### src/rtl/m_io_pkg.sv
// Shared definitions for the I/O responder: register indices, FSM encoding
// and reset constants.
package m_io_pkg;

    localparam logic [2:0] IO_GPIO_OUT = 3'd0;
    localparam logic [2:0] IO_GPIO_IN  = 3'd1;
    localparam logic [2:0] IO_TIMER    = 3'd2;
    localparam logic [2:0] IO_TIMECMP  = 3'd3;
    localparam logic [2:0] IO_STATUS   = 3'd4;

    localparam logic [31:0] TIMECMP_RESET = 32'hffff_ffff;

    typedef enum logic [1:0] {
        ST_IDLE = 2'd0,
        ST_WAIT = 2'd1,
        ST_ACK  = 2'd2
    } io_state_e;

    // Addresses above STATUS have no register behind them.
    function automatic logic is_unmapped(input logic [2:0] adr);
        return adr > IO_STATUS;
    endfunction

endpackage

### src/rtl/m_io_bytereg.sv
// 32-bit register with per-byte write enables; lanes not written take the
// alternative next value (hold, increment, ...) supplied by the parent.
module m_io_bytereg #(
    parameter logic [31:0] RESET_VAL = 32'h0
) (
    input  logic        clk,
    input  logic        rst_n,
    input  logic [3:0]  lane_we,
    input  logic [31:0] wdata,
    input  logic [31:0] nxt,
    output logic [31:0] q
);

    logic [31:0] q_q;
    logic [31:0] q_d;

    always_comb begin
        q_d = nxt;
        for (int k = 0; k < 4; k++) begin
            if (lane_we[k]) begin
                q_d[8*k +: 8] = wdata[8*k +: 8];
            end
        end
    end

    always_ff @(posedge clk) begin
        if (!rst_n) begin
            q_q <= RESET_VAL;
        end else begin
            q_q <= q_d;
        end
    end

    assign q = q_q;

endmodule

### src/rtl/m_io_responder.sv
// Wishbone-style I/O responder: GPIO out/in, free-running timer, compare irq.
// Optional bus-error reporting on ERR_O when M_IO_RESPONDER_BUSERR_EN is defined.
module m_io_responder
    import m_io_pkg::*;
#(
    parameter int          WAITSTATES = 0,
    parameter logic [31:0] GPIO_RESET = 32'h0
) (
    input  logic        clk,
    input  logic        RST_N_I,
    input  logic        STB_I,
    input  logic        WE_I,
    input  logic [3:0]  SEL_I,
    input  logic [2:0]  ADR_I,
    input  logic [31:0] DAT_I,
    output logic [31:0] DAT_O,
    output logic        ACK_O,
    input  logic [31:0] gpio_i,
    output logic [31:0] gpio_o,
    output logic        irq_o
`ifdef M_IO_RESPONDER_BUSERR_EN
    ,
    output logic        ERR_O
`endif
);

    localparam logic [2:0] WS = 3'(WAITSTATES);

    // Handshake: STB_I is held by the initiator until it sees ACK_O (or ERR_O);
    // each accepted strobe yields exactly one single-cycle response, and a
    // strobe dropped during wait states abandons the access without effect.

    io_state_e   state_q, state_d;
    logic [2:0]  cnt_q, cnt_d;
    logic        ack_q, ack_d;
    logic [31:0] dat_q, dat_d;
    logic [31:0] sync1_q, sync1_d;
    logic [31:0] sync2_q, sync2_d;
    logic        irq_q, irq_d;

    logic        enter_ack;
    logic        bus_err;
    logic        wr_ok;
    logic [31:0] rdata;
    logic [31:0] gpio_q, timer_q, timecmp_q;
    logic [3:0]  gpio_we, timer_we, timecmp_we;

    always_comb begin
        state_d   = state_q;
        cnt_d     = cnt_q;
        enter_ack = 1'b0;
        case (state_q)
            ST_IDLE: begin
                if (STB_I) begin
                    cnt_d = WS;
                    if (WS == 3'd0) begin
                        state_d   = ST_ACK;
                        enter_ack = 1'b1;
                    end else begin
                        state_d = ST_WAIT;
                    end
                end
            end
            ST_WAIT: begin
                if (!STB_I) begin
                    state_d = ST_IDLE;
                end else begin
                    cnt_d = cnt_q - 3'd1;
                    if (cnt_q == 3'd1) begin
                        state_d   = ST_ACK;
                        enter_ack = 1'b1;
                    end
                end
            end
            ST_ACK:  state_d = ST_IDLE;
            default: state_d = ST_IDLE;
        endcase
    end

`ifdef M_IO_RESPONDER_BUSERR_EN
    logic err_q, err_d;
    assign bus_err = is_unmapped(ADR_I) ||
                     (WE_I && (ADR_I == IO_GPIO_IN || ADR_I == IO_STATUS));
    assign err_d   = enter_ack && bus_err;
    assign ERR_O   = err_q;
`else
    assign bus_err = 1'b0;
`endif

    always_comb begin
        rdata = 32'h0;
        case (ADR_I)
            IO_GPIO_OUT: rdata = gpio_q;
            IO_GPIO_IN:  rdata = sync2_q;
            IO_TIMER:    rdata = timer_q;
            IO_TIMECMP:  rdata = timecmp_q;
            IO_STATUS:   rdata = {31'h0, irq_q};
            default:     rdata = 32'h0;
        endcase
    end

    // Writes and read capture both happen on the edge that enters ACK.
    assign wr_ok      = enter_ack && WE_I && !bus_err;
    assign gpio_we    = (wr_ok && ADR_I == IO_GPIO_OUT) ? SEL_I : 4'b0000;
    assign timer_we   = (wr_ok && ADR_I == IO_TIMER)    ? SEL_I : 4'b0000;
    assign timecmp_we = (wr_ok && ADR_I == IO_TIMECMP)  ? SEL_I : 4'b0000;

    assign ack_d   = enter_ack && !bus_err;
    assign dat_d   = (enter_ack && !WE_I && !bus_err) ? rdata : 32'h0;
    assign sync1_d = gpio_i;
    assign sync2_d = sync1_q;
    assign irq_d   = timer_q >= timecmp_q;

    always_ff @(posedge clk) begin
        if (!RST_N_I) begin
            state_q <= ST_IDLE;
            cnt_q   <= 3'd0;
            ack_q   <= 1'b0;
            dat_q   <= 32'h0;
            sync1_q <= 32'h0;
            sync2_q <= 32'h0;
            irq_q   <= 1'b0;
`ifdef M_IO_RESPONDER_BUSERR_EN
            err_q   <= 1'b0;
`endif
        end else begin
            state_q <= state_d;
            cnt_q   <= cnt_d;
            ack_q   <= ack_d;
            dat_q   <= dat_d;
            sync1_q <= sync1_d;
            sync2_q <= sync2_d;
            irq_q   <= irq_d;
`ifdef M_IO_RESPONDER_BUSERR_EN
            err_q   <= err_d;
`endif
        end
    end

    m_io_bytereg #(.RESET_VAL(GPIO_RESET)) u_gpio (
        .clk     (clk),
        .rst_n   (RST_N_I),
        .lane_we (gpio_we),
        .wdata   (DAT_I),
        .nxt     (gpio_q),
        .q       (gpio_q)
    );

    m_io_bytereg #(.RESET_VAL(32'h0)) u_timer (
        .clk     (clk),
        .rst_n   (RST_N_I),
        .lane_we (timer_we),
        .wdata   (DAT_I),
        .nxt     (timer_q + 32'd1),
        .q       (timer_q)
    );

    m_io_bytereg #(.RESET_VAL(TIMECMP_RESET)) u_timecmp (
        .clk     (clk),
        .rst_n   (RST_N_I),
        .lane_we (timecmp_we),
        .wdata   (DAT_I),
        .nxt     (timecmp_q),
        .q       (timecmp_q)
    );

    assign ACK_O  = ack_q;
    assign DAT_O  = dat_q;
    assign gpio_o = gpio_q;
    assign irq_o  = irq_q;

endmodule

### config.mk
export PLATFORM = sky130hd
export DESIGN_NAME = m_io_responder
export DESIGN_NICKNAME = d
export VERILOG_FILES = /design/src/rtl/m_io_pkg.sv /design/src/rtl/m_io_bytereg.sv /design/src/rtl/m_io_responder.sv
export SDC_FILE = /design/constraint.sdc
export NUM_CORES = 1
export LEC_CHECK = 0
export BUFFER_PORTS_ARGS = -buffer_cell sky130_fd_sc_hd__buf_2
export CAP_MARGIN = 20
export CORE_MARGIN = 4
export CORE_UTILIZATION = 49
export DETAILED_ROUTE_END_ITERATION = 7
export MAX_ROUTING_LAYER = met4
export PLACE_DENSITY = 0.71
export SYNTH_ARGS = -nofsm -noshare
export SYNTH_HDL_FRONTEND = slang
export SYNTH_SLANG_ARGS = --single-unit
### constraint.sdc
create_clock -name clk -period 2.7 [get_ports clk]
set_input_delay 0.54 -clock clk [delete_from_list [all_inputs] [get_ports clk]]
set_output_delay 0.54 -clock clk [all_outputs]
set_load 0.05 [all_outputs]
======== Word-level counts from Yosys, hierarchy flattened ========
Cells that the tools add are included.
cells by class
  $lt $le $gt $ge ......................... 1
  eq/ne operators ......................... 9
  reductions and logical operators ........ 12
  shift operators ......................... 0
  mux-type cells .......................... 19
  bitwise gates (word level) .............. 0
  $add $sub $neg .......................... 2
  div/mod/pow operators ................... 0
  multipliers ............................. 0
operator list
  cell                   number
  $pmux 32 s5            1
  $add 32x1->32 const B  1
  $ge 32x32->1           1
  $mux 8                 4
  $mux 4                 3
  $eq 3x1->1 const B     2
  $eq 3x2->1 const B     2
  $mux 2                 3
  $mux 3                 2
  $pmux 3 s2             1
  $logic_and 1x1->1      5
  $ne 2x2->1 const B     2
  $pmux 2 s2             1
  $reduce_and 2->1       2
  $eq 3x3->1 const B     1
  $logic_not 3->1        1
  $mux 1                 3
  $ne 3x3->1 const B     1
  $reduce_and 3->1       1
  $sub 3x1->3 const B    1
  $eq 2x1->1 const B     1
  $logic_not 2->1        1
  $pmux 1 s2             1
  $reduce_bool 2->1      1
  $logic_not 1->1        1
word-level totals
  memory bits (writable) .................. 0
  output and inout bits ................... 66
  input port bits ......................... 75
  register bits after elaboration ......... 199
  memory bits (read-only) ................. 0
  latch bits .............................. 0
  memories ................................ 0
  logic and storage cells ................. 59

======== Depth between registers and ports, before layout ========
Gate-level depths: netlist of the first run.
  depth after elaboration ................. 8
  depth in mapped cells ................... 7
  gate-level depth less buffers ........... 7

======== Modules after synthesis ========
Synthesis of the first run repeated with hierarchy kept, for this count alone.
second synthesis, totals
  cell total of the unflattened synthesis .. 809
  area total of the unflattened synthesis .. 8277.9 um^2
by module, submodules not included
  module                      cells each  area each (um^2)  sequential area each (um^2)  instances
  m_io_responder              500         4675.7            1981.9                       1
  m_io_bytereg at u_gpio ...  103         1221.2            640.6                        2
  m_io_bytereg at u_timecmp   103         1159.9            640.6                        1

======== Least setup slack after synthesis of the first run ========
OpenSTA, ideal clock, no wires.
  kind .................................... input to register
  from .................................... input port WE_I
  to ...................................... register u_timer.q_q[22] (netlist: u_timer.q[22])
  stages on the path ...................... 6
  arrival time ............................ 1.799 ns
  library setup time ...................... 0.132 ns
  slack ................................... 0.769 ns
  cell sequence ........................... nand3b_1 > nor4b_1 > nand2_1 > clkbuf_1 > o21ai_0 > a21oi_1
on the way
  word-level cells in the longest chain between the ends .. 4
RTL lines
  element               line                   text
  from (decl)           m_io_responder.sv:12   input logic WE_I,
  $logic_and 1x1->1     m_io_responder.sv:103  assign wr_ok = enter_ack && WE_I && !bus_err;
  $logic_and 1x1->1     m_io_responder.sv:105  assign timer_we = (wr_ok && ADR_I == IO_TIMER) ? SEL_I : 4'b0000;
  $mux 4                m_io_responder.sv:105
  $mux 8                m_io_bytereg.sv:20     if (lane_we[k]) begin
  to (signal assigned)  m_io_bytereg.sv:30     q_q <= q_d;
  to (decl)             m_io_bytereg.sv:14     logic [31:0] q_q;
Every way passes these cells.
A chain may end at the register's enable or synchronous reset.

======== Final worst setup path of the first run ========
  from .................................... register u_timer.q_q[8] (netlist: u_timer.q[8])
  to ...................................... register u_timer.q_q[31] (netlist: u_timer.q[31])
on the way
  word-level cells in the longest chain between the ends .. 2
RTL lines
  element        line                   text
  $add 32x1->32  m_io_responder.sv:154  .nxt (timer_q + 32'd1),
  $mux 8         m_io_bytereg.sv:20
Every way passes these cells.

==> results of run 1 <==
[power by group through the flow]
stage | combinational [mW] | sequential [mW] | clock [mW]
2_1_floorplan | 0.170 | 3.06 | 0
3_3_place_gp | 0.332 | 3.04 | 0
3_5_place_dp | 0.335 | 3.04 | 0
4_1_cts | 0.337 | 2.98 | 2.44
5_1_grt | 0.371 | 2.99 | 2.57
6_report | 0.339 | 2.98 | 2.42
[cell families after synthesis]
| group | Yosys count | share of synthesized area |
|---|---|---|
| adders and majority gates | 33 | 0.0523 |
| AOI/OAI and AO/OA | 206 | 0.158 |
| buffers and inverters | 90 | 0.0436 |
| and+or+nand+nor | 334 | 0.218 |
| DFF | 195 | 0.494 |
| xor gates and xnor gates | 28 | 0.0311 |
| muxes | 1 | 0.00285 |
[per-stage QoR]
stage	total power, mW	hold WS [ns]
after detailed placement	3.38	0.418
after CTS	5.76	0.298
after floorplan	3.23	0.411
final	5.74	0.307
after global routing	5.93	0.298
after global placement	3.38	0.415
[flip-flops by register name, summed over array words and instances, names as in the netlist]
signal and count:
u_timer.q 32, ACK_O 1, sync2_q 32, u_timecmp.q 32, state_q 1, DAT_O 32, irq_o 1, u_gpio.q 32
sync1_q 32
[critical path, cell delays in order (launching register included)]
cell and delay, ns:
dfxtp_1 0.49, nand4_2 0.24, nor4_4 0.55, nand3_2 0.21
or3_1 0.38, a311oi_1 0.24
[layout make-up]
type | count | area, µm² | share of cell area
Tap cell | 216 | 270 | 0.0288
Multi-Input combinational cell | 602 | 3670 | 0.391
Inverter | 35 | 131 | 0.0140
Sequential cell | 195 | 3900 | 0.416
Timing Repair Buffer | 159 | 856 | 0.0913
Clock inverter | 9 | 110 | 0.0117
Clock buffer | 20 | 437 | 0.0466
[layout by cell type, fill, tap and decap left out, types with 3 or more instances in the layout]
cell / Yosys / routed
a211oi_1: 9 / 9
a21oi_1: 96 / 96
a22oi_1: 62 / 62
and2_1: 64 / 64
and3_1: 5 / 5
and4_1: 6 / 6
buf_2: 5 / 140
buf_4: 0 / 18
clkbuf_1: 49 / 3
clkbuf_16: 0 / 17
clkinvlp_4: 0 / 3
dfxtp_1: 195 / 195
ha_1: 33 / 33
inv_1: 35 / 35
nand2_1: 96 / 96
nand3_1: 113 / 113
nand4_1: 10 / 10
nor2_1: 17 / 17
o21ai_0: 27 / 27
xnor2_1: 6 / 6
xor2_1: 22 / 22
[worst paths after layout]
path,startpoint,endpoint,slack [ns],depth (start not counted)
setup / recovery,u_timer.q[8]$_SDFF_PN0_,u_timer.q[31]$_SDFF_PN0_,0.50,5
hold / removal,gpio_i[21],sync1_q[21]$_SDFF_PN0_,0.31,2
setup reg to reg,u_timer.q[8]$_SDFF_PN0_,u_timer.q[31]$_SDFF_PN0_,0.50,5
hold reg to reg,sync1_q[23]$_SDFF_PN0_,sync2_q[23]$_SDFF_PN0_,0.43,1
[layer usage]
metal / track usage / up-vias / wire, µm
li1: - / 3361 / -
met1: 0.343 / 3175 / 9900
met2: 0.348 / 330 / 9460
met3: 0.0432 / 29 / 1820
met4: 0.0728 / 0 / 332
met5: - / - / 0
==> results.cfg, run 1 <==
[outcome]
status = complete, no violations

[logic_synthesis]
synth_common_cells = dfxtp_1 (195), nand3_1 (113), a21oi_1 (96), nand2_1 (96), and2_1 (64)
synth_enable_flop_cells = 0
yosys.area.top_type = dfxtp_1
async_flop_share = 0
ys_seq_area_frac = 0.494
synth_nets = 995
yosysMostFrequentCell = dfxtp_1
syn_inst = 887
synth-main-ff-cell = dfxtp_1
ys_warn_count = 0
netlist-cell-type-count = 43
synth_area_per_cell_um2 = 8.90
syn_area_um2 = 7900
yosysTopAreaCellShare = 0.494
ys_ff_latch = 195
synthTopCellsByArea = dfxtp_1 (49%), nand3_1 (7.2%), a21oi_1 (6.1%), a22oi_1 (5.9%), ha_1 (5.2%)

[pwr]
power.net_switching_mw = 1.33
max-vdd-ir-drop_mv = 0.501
p_per_area_nw_per_um2 = 612
p_comb_frac = 0.059
p_sw_frac = 0.231
power.internal_mw = 4.42
p_leak_nw = 4.23
seqPwrFrac = 0.519
clockPowerShare = 0.422

[setup_path]
worstPathMaxFanout = 7
crit_path_end_kind = register
worstSetupPathType = register to register
worstPathArrival_ns = 2.55
crit_required_ns = 3.05
cp-start-kind = register

[drt]
via_count = 6895
vias_per_cell = 5.58
ant_nets = 0
firstDrtPassIters = 5
wl_per_cell_um = 17.4
drt_wl_total_um = 21500
drc = 0
drt-initial-drc-count = 712

[placement]
portBuffers = 140
place_ws_ns = 0.507
dp_hpwl_um = 14200
gp_congestion = 0.888
post_dp_cell_area_um2 = 8830
dp.cells = 1207

[sta]
setup_viol = 0
grt_setup_unrepaired = false
period_share = 0.814
hold_viol = 0
finalWorstSetupSlack_ns = 0.502
fin_crit_ns = 2.20
skew_ns = 0.00599
tightestPinTransition_ns = 0.623
drv_slew = 0
setup_tns_ns = 0
fmaxAchievable_ghz = 0.455
slew_headroom = 0.581

[layout]
fill_cells = 1413
layout-drive-gt1-share = 0.192
instances_no_fill = 1236
post-route-cell-area_um2 = 9380
final_nets = 1118
synthToLayoutAreaGrowth_pct = 18.7
fin_util = 0.592
insertedDiodeCount = 0

[clocking]
clock-root-buffer = clkbuf_16
clkSinkCount = 195
clk_path_buf_depth = 2
cts_hold_buf = 0
cts.repair.resized = 0
post_cts_buffers = 0
cts_tree = done
cts_buffers = 17
clk_pin_slew_ns = 0.07
clock_latency_ns = 0.43
htreeDepth = 4

[floorplanning]
ios = 141
dieArea_um2 = 18200
dieWidth_um = 135
fp-row-count = 46
start_util = 0.499
die_y_um = 135
fp.coreArea_um2 = 15800

[global_routing]
grt_use_total = 0.240
grt_pass1_vias = 6325
antenna_found_initial = 0
grt-ovfl-total = 0
grt_pass1_wl_um = 33900
grt_max_degree = 118

[run]
cap_violations = 0

[hold_path]
hold_path.class = input pin to register
(Power assumes the default switching activity.)
==> inputs of run 2 (changes only) <==
==> constraint.sdc (replaced) <==
create_clock -name clk -period 2.2 [get_ports clk]
set_input_delay 0.44 -clock clk [delete_from_list [all_inputs] [get_ports clk]]
set_output_delay 0.44 -clock clk [all_outputs]
set_load 0.05 [all_outputs]
==> results.cfg, run 2 (synthesis gave the netlist of run 1 again) <==
[outcome]
status = complete, no violations

[clocking]
clkSinkCount = 195
cts_hold_buf = 0
post_cts_buffers = 0
htreeDepth = 4
clock-root-buffer = clkbuf_16
cts.repair.resized = 0
cts_tree = done
cts_buffers = 17
clock_latency_ns = 0.44
clk_path_buf_depth = 2
clk_pin_slew_ns = 0.07

[layout]
fin_util = 0.605
layout_commonest_cell = dfxtp_1
insertedDiodeCount = 0
synthToLayoutAreaGrowth_pct = 21.2
layout_common_cells = dfxtp_1 (195), buf_2 (140), nand3_1 (113)
layout-drive-gt1-share = 0.204
fill_cells = 1411
instances_no_fill = 1247
final_nets = 1128
seqCellArea_um2 = 3900
multi_input_area_um2 = 3670

[pwr]
p_per_area_nw_per_um2 = 779
p_sw_frac = 0.220
power.net_switching_mw = 1.64
clockPowerShare = 0.452
seqPwrFrac = 0.490
power.internal_mw = 5.81
p_comb_frac = 0.058
p_leak_nw = 4.35
p_total_mw = 7.45
max-vdd-ir-drop_mv = 0.580

[drt]
wl_per_cell_um = 17.5
vias_per_cell = 5.60
via_count = 6987
drt_wl_total_um = 21900
drc = 0
ant_nets = 0
firstDrtPassIters = 6
drt-initial-drc-count = 607

[floorplanning]
dieArea_um2 = 18200
die_y_um = 135
ios = 141
fp-row-count = 46
dieWidth_um = 135
start_util = 0.499
fp.coreArea_um2 = 15800

[sta]
grt_setup_unrepaired = false
skew_ns = 0.00713
period_share = 0.900
drv_slew = 0
hold_viol = 0
setup_viol = 0
worst_hold_slack_ns = 0.204
fmaxAchievable_ghz = 0.505
slew_headroom = 0.607
setup_tns_ns = 0
tightestPinTransition_ns = 0.589
fin_crit_ns = 1.98

[setup_path]
worstPathMaxFanout = 6
cp-start-kind = register
crit_path_end_kind = register
r2r_cells = 7
worstSetupPathType = register to register
worstPathArrival_ns = 2.29
crit_required_ns = 2.51

[hold_path]
holdPathStages = 2
hold_path.class = input pin to register

[global_routing]
grt-ovfl-total = 0
grt_max_degree = 118
grt_use_total = 0.244
antenna_found_initial = 0
grt_pass1_vias = 6654
grt_pass1_wl_um = 34300

[run]
cap_violations = 0

[placement]
portBuffers = 140
gp_congestion = 0.916
dp_hpwl_um = 14200
dp.cells = 1217
-- run 2: cell types whose count changed in the layout (fill, tap and decap cells not counted), sizes merged --
cell,before,now
buf,159,169
bufinv,2,4
clkbuf,20,22
clkinv,3,2
clkinvlp,3,2
inv,36,35
-- run 2: through the flow --
step | worst slack (ns) | cell area (µm²)
5_1_grt | 0.120 | 9570
4_1_cts | 0.214 | 9570
6_report | 0.220 | 9570
3_5_place_dp | 0.194 | 8930
3_3_place_gp | 0.221 | 8930
2_1_floorplan | 0.369 | 7900
-- run 2: critical path, cell delays in order (launching register included) --
cell and delay, ns:
dfxtp_1 0.43, inv_1 0.07, ha_1 0.28, nand2b_1 0.15
a2111oi_0 0.37, o21ai_0 0.21, a21oi_1 0.24, o31ai_1 0.12
-- run 2: cell type report --
class                   count  share of cell area
clock buffers              22              0.0516
inverters                  35              0.0137
clock inverters             8              0.0156
well taps                 216              0.0282
repair buffers            169              0.0998
multi-input cells         602               0.383
flip-flops and latches    195               0.408
-- run 2: final timing paths --
kind	end	from	slack, ns
max	irq_o$_SDFF_PN0_	u_timer.q[0]$_SDFF_PN0_	0.22
min	sync1_q[29]$_SDFF_PN0_	gpio_i[29]	0.20
max reg2reg	irq_o$_SDFF_PN0_	u_timer.q[0]$_SDFF_PN0_	0.22
min reg2reg	sync2_q[24]$_SDFF_PN0_	sync1_q[24]$_SDFF_PN0_	0.43
-- run 2: layer usage --
| metal | wire [µm] | vias to the layer above | GRT usage | part of all wire |
|---|---|---|---|---|
| met5 | 0 | - | - | 0 |
| met4 | 445 | 0 | 0.0885 | 0.020 |
| met3 | 1460 | 35 | 0.0436 | 0.067 |
| met2 | 9810 | 285 | 0.363 | 0.45 |
| met1 | 10100 | 3290 | 0.337 | 0.46 |
| li1 | - | 3377 | - | - |
-- run 2: power groups by stage --
stage                     logic [mW]  clock network (mW)  registers [mW]
after global placement         0.418                   0            3.73
after detailed placement       0.422                   0            3.73
after CTS                      0.425                3.41            3.65
after floorplan                0.209                   0            3.75
final                          0.429                3.37            3.65
after global routing           0.469                3.53            3.66
